<file path="src/rtl/tube_pkg.sv">
// Shared constants for the 4-digit 7-segment tube controller: bus addresses,
// control-register bit positions and the all-dark output pattern.
package tube_pkg;
  localparam logic [31:0] ADDR_DATA_DFLT = 32'h4000_0010;
  localparam logic [31:0] ADDR_CTRL_DFLT = 32'h4000_0014;

  localparam int CTRL_EN        = 0;
  localparam int CTRL_RAW       = 1;
  localparam int CTRL_DP_LSB    = 4;
  localparam int CTRL_BLANK_LSB = 8;

  // Bits [3:2] of the control register are reserved and always read back 0.
  localparam logic [11:0] CTRL_WMASK = 12'hFF3;
  localparam logic [11:0] CTRL_RST   = 12'h001;
  localparam logic [11:0] BCD7_DARK  = 12'hFFF;
endpackage

</file>
<file path="src/rtl/hex_to_seg7.sv">
// Combinational hex nibble to active-low 7-segment pattern, bit order g..a.
module hex_to_seg7 (
  input  logic [3:0] hex_i,
  output logic [6:0] seg_o
);
  always_comb begin
    seg_o = 7'h7F;
    case (hex_i)
      4'h0: seg_o = 7'h40;
      4'h1: seg_o = 7'h79;
      4'h2: seg_o = 7'h24;
      4'h3: seg_o = 7'h30;
      4'h4: seg_o = 7'h19;
      4'h5: seg_o = 7'h12;
      4'h6: seg_o = 7'h02;
      4'h7: seg_o = 7'h78;
      4'h8: seg_o = 7'h00;
      4'h9: seg_o = 7'h10;
      4'hA: seg_o = 7'h08;
      4'hB: seg_o = 7'h03;
      4'hC: seg_o = 7'h46;
      4'hD: seg_o = 7'h21;
      4'hE: seg_o = 7'h06;
      4'hF: seg_o = 7'h0E;
      default: seg_o = 7'h7F;
    endcase
  end
endmodule

</file>
<file path="src/rtl/digit_tube_ctrl.sv">
// Memory-mapped 4-digit 7-segment controller: data/ctrl registers on the CPU
// bus, hardware digit scanning and a registered BCD7 = {an, dp, g..a} output.
module digit_tube_ctrl
  import tube_pkg::*;
#(
  parameter logic [31:0] ADDR_DATA = ADDR_DATA_DFLT,
  parameter logic [31:0] ADDR_CTRL = ADDR_CTRL_DFLT,
  parameter int          SCAN_DIV  = 100000,
  parameter int          SCAN_W    = 17
) (
  input  logic        clk,
  input  logic        reset,
  input  logic        mem_write,
  input  logic        mem_read,
  input  logic [31:0] addr,
  input  logic [31:0] wdata,
  output logic [31:0] rdata,
  output logic [11:0] BCD7
);
  logic [15:0]       data_q, data_d;
  logic [11:0]       ctrl_q, ctrl_d;
  logic [SCAN_W-1:0] scan_cnt_q, scan_cnt_d;
  logic [1:0]        idx_q, idx_d;
  logic [11:0]       bcd7_q, bcd7_d;
  logic [6:0]        seg;
  logic [3:0]        nib, dp_mask, blank_mask, an;

  logic wr_data, wr_ctrl;
  assign wr_data = mem_write && (addr == ADDR_DATA);
  assign wr_ctrl = mem_write && (addr == ADDR_CTRL);

  // Reads see the registered value, so a same-cycle write returns old data.
  always_comb begin
    rdata = 32'h0;
    if (mem_read) begin
      if (addr == ADDR_DATA)      rdata = {16'h0, data_q};
      else if (addr == ADDR_CTRL) rdata = {20'h0, ctrl_q};
    end
  end

  always_comb begin
    data_d     = wr_data ? wdata[15:0] : data_q;
    ctrl_d     = wr_ctrl ? (wdata[11:0] & CTRL_WMASK) : ctrl_q;
    scan_cnt_d = scan_cnt_q + SCAN_W'(1);
    idx_d      = idx_q;
    if (wr_ctrl) begin
      scan_cnt_d = '0;
      idx_d      = 2'd0;
    end else if (scan_cnt_q == SCAN_W'(SCAN_DIV - 1)) begin
      scan_cnt_d = '0;
      idx_d      = idx_q + 2'd1;
    end
  end

  assign nib        = data_q[{idx_q, 2'b00} +: 4];
  assign dp_mask    = ctrl_q[CTRL_DP_LSB +: 4];
  assign blank_mask = ctrl_q[CTRL_BLANK_LSB +: 4];
  assign an         = ~(4'b0001 << idx_q);

  hex_to_seg7 u_dec (
    .hex_i (nib),
    .seg_o (seg)
  );

  // Output follows the registers as they stand after the previous edge,
  // so a write at edge N shows up at edge N+1.
  always_comb begin
    bcd7_d = BCD7_DARK;
    if (!ctrl_q[CTRL_EN])        bcd7_d = BCD7_DARK;
    else if (ctrl_q[CTRL_RAW])   bcd7_d = data_q[11:0];
    else if (blank_mask[idx_q])  bcd7_d = BCD7_DARK;
    else                         bcd7_d = {an, ~dp_mask[idx_q], seg};
  end

  always_ff @(posedge clk or negedge reset) begin
    if (!reset) begin
      data_q     <= 16'h0;
      ctrl_q     <= CTRL_RST;
      scan_cnt_q <= '0;
      idx_q      <= 2'd0;
      bcd7_q     <= BCD7_DARK;
    end else begin
      data_q     <= data_d;
      ctrl_q     <= ctrl_d;
      scan_cnt_q <= scan_cnt_d;
      idx_q      <= idx_d;
      bcd7_q     <= bcd7_d;
    end
  end

  assign BCD7 = bcd7_q;

  logic unused_wdata;
  assign unused_wdata = ^wdata[31:16];
endmodule

</file>
<file path="config.mk">
export PLATFORM = sky130hd
export DESIGN_NAME = digit_tube_ctrl
export DESIGN_NICKNAME = d
export VERILOG_FILES = /design/src/rtl/tube_pkg.sv /design/src/rtl/hex_to_seg7.sv /design/src/rtl/digit_tube_ctrl.sv
export SDC_FILE = /design/constraint.sdc
export NUM_CORES = 1
export LEC_CHECK = 0
export ABC_AREA = 1
export ABC_CLOCK_PERIOD_IN_PS = 4350
export CORE_MARGIN = 3
export CORE_UTILIZATION = 50
export CTS_CLUSTER_DIAMETER = 200
export DETAILED_ROUTE_END_ITERATION = 10
export HOLD_SLACK_MARGIN = 0.12
export MAX_ROUTING_LAYER = met4
export PLACE_DENSITY = 0.91
export SLEW_MARGIN = 20
export SYNTH_ARGS = -nofsm -noshare
export SYNTH_HDL_FRONTEND = slang
export SYNTH_HIERARCHICAL = 1
export SYNTH_SLANG_ARGS = --single-unit
</file>
<file path="constraint.sdc">
create_clock -name clk -period 4.35 [get_ports clk]
set_input_delay 0.435 -clock clk [delete_from_list [all_inputs] [get_ports clk]]
set_output_delay 0.435 -clock clk [all_outputs]
set_load 0.01 [all_outputs]
</file>
==> run metrics <==
Tcrit/Tclk final 0.7431; I/O pin count 112; post-route insts no fill 722; synth unique cells 33; Setup CP Type in2out; ANT cells 0; fin. max-slew vios 0; Clock Skews 0.01162 ns; final core utilization 0.6525; Area growth syn-to-layout 24.85%; Pwr Density 235.3 mW/mm²; Adder-Cell Fraction of Synth Area 0.03919; nets 698; Initial DRC Count 417; Hold Vio Cnt, Final 0; Multi-input gate area 0.002056 mm²; 1st-pass router iterations 6; routed len/inst 13.21 µm; CTS root buffer clkbuf_8; crit-path max cell delay 0.60 ns; via count 3,793; CTS clock-pin slew for the worst setup and hold paths 0.06 ns; first-pass GRT wire length 16,030 µm; flops & latches, synth 57; placed cell count 706; Cell Area, Synth 0.003831 mm²; largest family of logic cells by synthesized area simple AND/OR/NAND/NOR gates; Final min period 3.233 ns; Die Y 93.54 µm; initial core utilization 0.5226; Overflow after GRT 0; Rel. slew slack 0.4599; maximum fanout along the worst path 20; worst vdd ir 0.1397 mV; hold_buf cts 0; ANT nets after route 0; die area 0.008749 mm²; final instance area 0.004783 mm²; post-CTS sizing 0; crit path max-delay cell type nor2_2; share of layout cells above drive strength 1 0.09791; Post-Synth Simple-Gate Area 0.4059; critical-path cell list clkdlybuf4s50_1, inv_1, nor2_1, nand2_1, nor2_1, nand2_1, nor2_2, nand3_1, nand2_1, clkdlybuf4s50_1; Post-Syn Instances 545; dpl ws 1.179 ns; routed vias/inst 5.253; Filler Cell Count 607; setup_tns 0 ns; Reg area 0.001443 mm²; final setup margin 1.117 ns; worst hold path class in2async; RSZ-0062 raised after global routing no; largest net degree at the start of global routing 58; Hold Worst Slack 0.2243 ns; endpoints failing setup 0; crit-path most repeated cell nand2_1; Slew @ Worst Pin 0.8102 ns; IO buf count 79; max cap viols 0; Post-synth EDFFs 0; static leakage 2.286 nW; CP required 3.91 ns; mux cell area share after synthesis 0; Critical Path AT 2.80 ns; initial antenna violation count 0; Pwr Total 1.125 mW; XOR/XNOR Fraction of Synth Area 0.01829; run status finished, final reports clean; Avg Inst Size Synth 7.030 µm²; global placement routability congestion 0.9015; CTS tree done; worst skew pair latency 0.35 ns; TritonCTS Buffers 9; placed cell areas 0.004578 mm²; All-Layer GR Usage 0.2341; ys flop type dfrtp_1; post-CTS setup buffers 0; Setup crit end kind primary output; Post-DP HPWL 6988 µm; chip width 93.54 µm; number of global-route vias before repair 3,529; core area 0.007331 mm²; Ys Warns 6; complex-gate fraction of the synthesized area 0.05748; asr flop ratio synth 1.000; Highest Clock Rate 309.3 MHz; clk buf depth 2; CP startpoint kind input pin; H-tree levels 3; # DRC 0; CTS Sinks 57; row count 31; Detailed Route WL 9540 µm; sequential area share after synthesis 0.3766
[power by group]
part,switching (mW),internal (mW),leakage [nW]
Sequential,0.000000660,0.530,0.731
Combinational,0.0387,0.0448,1.46
Clock,0.231,0.281,0.0985
[synth_stat cells, types with 2 or more instances]
cell type	count	area share
inv_2	3	0.0029
nand4_1	2	0.0033
o22ai_1	4	0.0065
o21ai_1	3	0.0039
nand2_1	167	0.16
nor2_8	2	0.010
and2_1	2	0.0033
clkbuf_1	5	0.0049
o21ai_0	17	0.022
nor2_2	18	0.029
nor2_1	75	0.073
buf_2	9	0.012
buf_4	17	0.033
dfrtp_1	44	0.29
dfstp_2	13	0.089
nand3_1	81	0.11
buf_6	2	0.0059
nand2_4	2	0.0059
a21oi_1	7	0.0091
xor2_1	7	0.016
inv_1	37	0.036
o21bai_1	2	0.0039
ha_1	12	0.039
a21boi_0	5	0.0098
[kinds of logic after synthesis]
family                     count (synthesis)
and+or+nand+nor                          353
AOI/OAI and AO/OA                         39
DFF                                       57
adders and majority gates                 12
other                                      1
xor gates and xnor gates                   8
buffers and inverters                     75
[critical path, delay by kind of cell]
kind	cells	cell delay (ns)
buffers and inverters	3	1.12
and+or+nand+nor	7	1.23
[flip-flops by register name (all words and copies together) (netlist names)]
register    flops
ctrl_q         10
scan_cnt_q     17
data_q         16
idx_q           2
BCD7           12
[final timing paths]
check | start | to | slack, ns | cells past startpoint
setup reg to reg | idx_q[0]$_DFFE_PN0P_ | BCD7[1]$_DFF_PN1_ | 1.66 | 9
hold reg to reg | ctrl_q[7]$_DFFE_PN0N_ | ctrl_q[7]$_DFFE_PN0N_ | 0.52 | 2
setup / recovery | addr[2] | rdata[8] | 1.12 | 10
hold / removal | reset | scan_cnt_q[7]$_DFF_PN0_ | 0.22 | 2
min in group clk | ctrl_q[7]$_DFFE_PN0N_ | ctrl_q[7]$_DFFE_PN0N_ | 0.52 | 2
max in group asynchronous | reset | scan_cnt_q[5]$_DFF_PN0_ | 3.67 | 2
[cell type report]
class / instances / area share
clock buffers: 10 / 0.02877
clock inverters: 6 / 0.01413
inverters: 41 / 0.03244
multi-input cells: 428 / 0.4298
flip-flops and latches: 57 / 0.3016
well taps: 99 / 0.02590
repair buffers: 81 / 0.1674
[cell usage in the layout, fill, tap and decap left out, types with 2 or more instances in the layout]
master / count
nand2_1: 167
nand3_1: 81
clkdlybuf4s50_1: 78
nor2_1: 75
dfrtp_1: 44
inv_1: 37
nor2_2: 18
o21ai_0: 17
conb_1: 16
dfstp_2: 13
ha_1: 12
clkbuf_8: 10
a21oi_1: 7
xor2_1: 7
a21boi_0: 5
o22ai_1: 4
inv_2: 3
o21ai_1: 3
o21bai_1: 2
nand2_4: 2
clkinv_2: 2
nor2_8: 2
nand4_1: 2
and2_1: 2
clkinvlp_4: 2
clkinv_4: 2
buf_4: 2
[metal layers]
metal  vias to the layer above  share of wire  global-route usage
met3                        18          0.073             0.03459
met5                         -              0                   -
met2                       180           0.48              0.3669
met1                      1753           0.42              0.3038
met4                         0          0.018              0.1011
li1                       1842              -                   -
(Power assumes the default switching activity.)
==> RTL change 1, RTL diff (same settings) <==
Take the reset off `data_q` and load it in a clocked block of its own.
--- a/src/rtl/digit_tube_ctrl.sv
+++ b/src/rtl/digit_tube_ctrl.sv
@@ -76,3 +76,2 @@
     if (!reset) begin
-      data_q     <= 16'h0;
       ctrl_q     <= CTRL_RST;
@@ -82,3 +81,2 @@
     end else begin
-      data_q     <= data_d;
       ctrl_q     <= ctrl_d;
@@ -88,2 +86,6 @@
     end
+  end
+
+  always_ff @(posedge clk) begin
+    data_q <= data_d;
   end
Check against the original RTL: not equivalent (Yosys sat finds a counterexample within 4 cycles, from zero or initial values and one cycle with reset low).
==> RTL change 1 against the original RTL <==
Non-clock buffer count fell by 2. Critical endpoint is now rdata[15]. Wire length fell by 3.4%. Total power rose by 8.8%. Largest cell class unchanged. Worst setup slack got worse by 0.022 ns. Area after synthesis fell by 6.1%. Sequential cell count did not move. Cell area fell by 3.8%. Combinational power fell by 8.6%.
==> RTL change 1: results (changes against the original RTL) <==
| Metric | Value |
|---|---|
| Total number of vias | 3564 (was 3793) |
| DP Area | 0.00437 mm^2 (was 0.00458 mm^2) |
| Met3 global-route usage | 0.0325 (was 0.0346) |
| Setup bufs post-CTS | 0 (unchanged) |
| Final #Nets | 644 (was 698) |
| Port Buf Inserts | 79 (unchanged) |
| Yosys cell types | 31 (was 33) |
| Placed instance count | 649 (was 706) |
| Crit path DAT | 2.82 ns (was 2.80 ns) |
| Clock root cell | clkbuf_8 (unchanged) |
| GP Congestion | 0.953 (was 0.902) |
| Worst vdd ir | 0.178 mV (was 0.140 mV) |
| Total CTS buffers | 9 (unchanged) |
| Met2 Use GR | 0.380 (was 0.367) |
| Dpl hpwl | 6680 um (was 6990 um) |
| R2R setup slack | 1.63 ns (was 1.66 ns) |
| Post-route non-filler standard cell count | 665 (was 722) |
| Top reg by flops | scan_cnt_q (unchanged) |
| Sw frac | 0.206 (was 0.240) |
| Worst hold path class | input port to async pin (unchanged) |
| Cells after synthesis | 489 (was 545) |
| Synth top cells by count | 134 x nand2_1, 86 x nor2_1, 65 x nand3_1, 37 x inv_1, 28 x dfrtp_1 (was 167 x nand2_1, 81 x nand3_1, 75 x nor2_1, 44 x dfrtp_1, 37 x inv_1) |
| Share of cells above drive strength 1 | 0.0773 (was 0.0979) |
| Initial DRC Count | 470 (was 417) |
| Largest net degree at the start of global routing | 42 (was 58) |
| Pre-CTS setup slack | 1.11 ns (was 1.18 ns) |
| Post-synth EDFFs | 16 (was 0) |
| Max Clock Skew | 0.00745 ns (was 0.0116 ns) |
| Vias in the first global route | 3309 (was 3529) |
| First-pass GRT wire length | 15100 um (was 16000 um) |
| Worst slew margin | 0.415 (was 0.460) |
| Sequential cell area fraction in the yosys report | 0.423 (was 0.377) |
| RR Endpoint | BCD7[3]$_DFF_PN1_ (was BCD7[1]$_DFF_PN1_) |
| Pleak | 2.10 nW (was 2.29 nW) |
| R2r worst-path depth | 12 (was 9) |
| Critical path fanouts, max | 11 (was 20) |
| R2r startpoint | idx_q[0]$_DFFE_PN0P_ (unchanged) |
| H-tree levels | 3 (unchanged) |
| Max reg flops | 17 (unchanged) |
| Outcome | finished, final reports clean (unchanged) |
| Initial antenna violation count | 0 (unchanged) |
| Hold slack | 0.211 ns (was 0.224 ns) |
| Asr flop ratio synth | 0.719 (was 1.00) |
| Top post-synthesis cells by area | dfrtp_1 19%, nand2_1 14%, edfxtp_1 13% (was dfrtp_1 29%, nand2_1 16%, nand3_1 11%) |
| Total Routed Length | 9220 um (was 9540 um) |
| Met1 Use GR | 0.282 (was 0.304) |
| GR Util All Layers | 0.233 (was 0.234) |
[RTL change 1: cell count changes after synthesis, moves of 2 or more]
cell | unedited run | this run
nor2_1 | 75 | 86
buf_4 | 17 | 19
edfxtp_1 | 0 | 16
nand3_1 | 81 | 65
dfrtp_1 | 44 | 28
nor2_2 | 18 | 6
nand2_1 | 167 | 134
buf_2 | 9 | 3
nand2_4 | 2 | 0
[RTL change 1: worst max-delay path by stage]
stage | from | endpoint | slack, ns
floorplan | addr[15] | data_q[0]$_DFFE_PP_ | 1.94
global placement | addr[30] | rdata[11] | 1.20
detailed placement | addr[4] | rdata[15] | 1.11
CTS | addr[4] | rdata[2] | 1.10
global route | addr[4] | rdata[15] | 0.84
finish | addr[4] | rdata[15] | 1.10
[RTL change 1: power groups by stage]
| stage | Combinational [mW] | Sequential (mW) | Clock, mW |
|---|---|---|---|
| 6_report | 0.0764 | 0.551 | 0.597 |
| 5_1_grt | 0.0836 | 0.551 | 0.629 |
| 4_1_cts | 0.0766 | 0.551 | 0.598 |
| 3_5_place_dp | 0.0765 | 0.561 | 0 |
| 3_3_place_gp | 0.0746 | 0.561 | 0 |
| 2_1_floorplan | 0.0289 | 0.561 | 0 |
[RTL change 1: worst max-delay path: stages]
cell	delay, ns
clkdlybuf4s50_1	0.47
inv_1	0.05
nor2_1	0.08
nand2_1	0.07
nor2_1	0.20
nand2_1	0.16
nor2_2	0.39
nand2_1	0.25
nor2_1	0.16
clkdlybuf4s50_1	0.56
[RTL change 1: routing by layer]
metal	vias to the layer above	wire, um	share of wire
met3	38	852	0.092
met1	1629	3580	0.39
met5	-	0	0
li1	1676	-	-
met4	0	333	0.036
met2	221	4450	0.48
[RTL change 1: kinds of logic after synthesis]
group	count (synthesis)	share of synthesized area
XOR/XNOR	8	0.0195
adder cells (fa/ha/maj)	12	0.0418
flip-flops	57	0.423
buffers and inverters	71	0.0992
AO/OA/AOI/OAI	39	0.0623
other	1	0.00104
AND/OR/NAND/NOR	301	0.353
[RTL change 1: layout make-up]
cell class | instances | area (um^2)
clock buffers | 10 | 128
fillers | 565 | 2270
multi-input cells | 376 | 1780
repair buffers | 79 | 786
inverters | 41 | 154
clock inverters | 6 | 106
well taps | 96 | 120
flip-flops and latches | 57 | 1520
==> RTL change 2, RTL diff (config.mk and constraints unchanged) <==
Without the edit above. The parameter `SCAN_W` goes from 17 to 34.
--- a/src/rtl/digit_tube_ctrl.sv
+++ b/src/rtl/digit_tube_ctrl.sv
@@ -8,3 +8,3 @@
   parameter int          SCAN_DIV  = 100000,
-  parameter int          SCAN_W    = 17
+  parameter int          SCAN_W    = 34
 ) (
Behaviour: no difference found for any inputs over 10 cycles, from zero or initial values and one cycle with reset low; that may be too few to reach the edited logic, so the function may still have changed.
==> RTL change 2 against the original RTL <==
Via count rose by 25%. Cell area rose by 26%. Core utilization fell by 1.9 points. Area after synthesis rose by 31%. Cell count rose by 31%. Worst setup slack improved by 0.15 ns. Sequential cell count rose by 17. Wire length rose by 24%. Total power rose by 26%. Critical path type unchanged. Largest cell class unchanged.
==> RTL change 2: results (changes against the original RTL) <==
| Metric | Value |
|---|---|
| RR Endpoint | BCD7[3]$_DFF_PN1_ (was BCD7[1]$_DFF_PN1_) |
| Max Clock Skew | 0.00936 ns (was 0.0116 ns) |
| Nonclk inv count | 96 (was 41) |
| Synth top cells by count | 240 x nand2_1, 127 x nor2_1, 94 x inv_1, 61 x dfrtp_1, 59 x nand3_1 (was 167 x nand2_1, 81 x nand3_1, 75 x nor2_1, 44 x dfrtp_1, 37 x inv_1) |
| First-pass GRT wire length | 20100 um (was 16000 um) |
| Critical path fanouts, max | 12 (was 20) |
| Placed instance count | 932 (was 706) |
| NonClk Buf Share | 0.131 (was 0.167) |
| GP Congestion | 0.939 (was 0.902) |
| Synth Area in Compound Gates | 0.0678 (was 0.0575) |
| Synth Area in Adders | 0.0299 (was 0.0392) |
| R2r worst-path depth | 14 (was 9) |
| Share of cells above drive strength 1 | 0.0855 (was 0.0979) |
| Clk tree area frac | 0.0399 (was 0.0429) |
| Cells after synthesis | 743 (was 545) |
| Pleak | 3.12 nW (was 2.29 nW) |
| Storage cell area | 0.00187 mm^2 (was 0.00144 mm^2) |
| Worst vdd ir | 0.145 mV (was 0.140 mV) |
| Multi-input gates | 554 (was 428) |
| R2R setup slack | 1.63 ns (was 1.66 ns) |
| Final #Nets | 894 (was 698) |
| Ratio of final minimum period to clock period | 0.708 (was 0.743) |
| Top post-synthesis cells by area | dfrtp_1 30%, nand2_1 18%, nor2_1 9.5% (was dfrtp_1 29%, nand2_1 16%, nand3_1 11%) |
| Vias in the first global route | 4405 (was 3529) |
| CP top delay family | buffers and inverters (was simple AND/OR/NAND/NOR gates) |
| Non-clk bufs | 79 (was 81) |
| Critical Path Source | mem_read (was addr[2]) |
| Sw frac | 0.216 (was 0.240) |
| Combinational group power | 84.0 uW (was 83.6 uW) |
| Post-synthesis xor/xnor area fraction | 0.0279 (was 0.0183) |
| Critical-path top delay cell | clkdlybuf4s50_1 (was nor2_2) |
| Outcome | finished, final reports clean (unchanged) |
| Worst slew margin | 0.389 (was 0.460) |
| Total Routed Length | 11900 um (was 9540 um) |
| Yosys cell types | 30 (was 33) |
| CP max stage delay | 0.75 ns (was 0.60 ns) |
| Drt pass-1 iters | 5 (was 6) |
| Met3 routed WL | 779 um (was 697 um) |
| Wl on met1 | 5370 um (was 4050 um) |
| DR WL/cell | 12.5 um (was 13.2 um) |
| Dpl hpwl | 8770 um (was 6990 um) |
| Largest net degree at the start of global routing | 75 (was 58) |
-- RTL change 2: cell count changes after synthesis, moves of 5 or more --
cell and change:
a21boi_0 -5, a21oi_1 +5, buf_2 -6, dfrtp_1 +17
inv_1 +57, nand2_1 +73, nand3_1 -22, nor2_1 +52
nor2_2 -10, nor2_4 +7, o21ai_2 +16, xor2_1 +6
-- RTL change 2: per-stage QoR --
step / hold slack (ns) / util / power [mW] / cell area, um^2
2_1_floorplan: 0.139 / - / 0.735 / 5070
3_3_place_gp: 0.482 / 0.609 / 0.785 / 5780
3_5_place_dp: 0.494 / 0.609 / 0.786 / 5780
4_1_cts: 0.255 / 0.634 / 1.42 / 6020
5_1_grt: 0.299 / 0.634 / 1.46 / 6020
6_report: 0.212 / 0.634 / 1.42 / 6020
-- RTL change 2: per-layer routing --
layer | global-route usage | vias to the layer above
li1 | - | 2384
met1 | 0.306 | 2148
met3 | 0.0279 | 26
met2 | 0.347 | 194
met5 | - | -
met4 | 0.0749 | 0
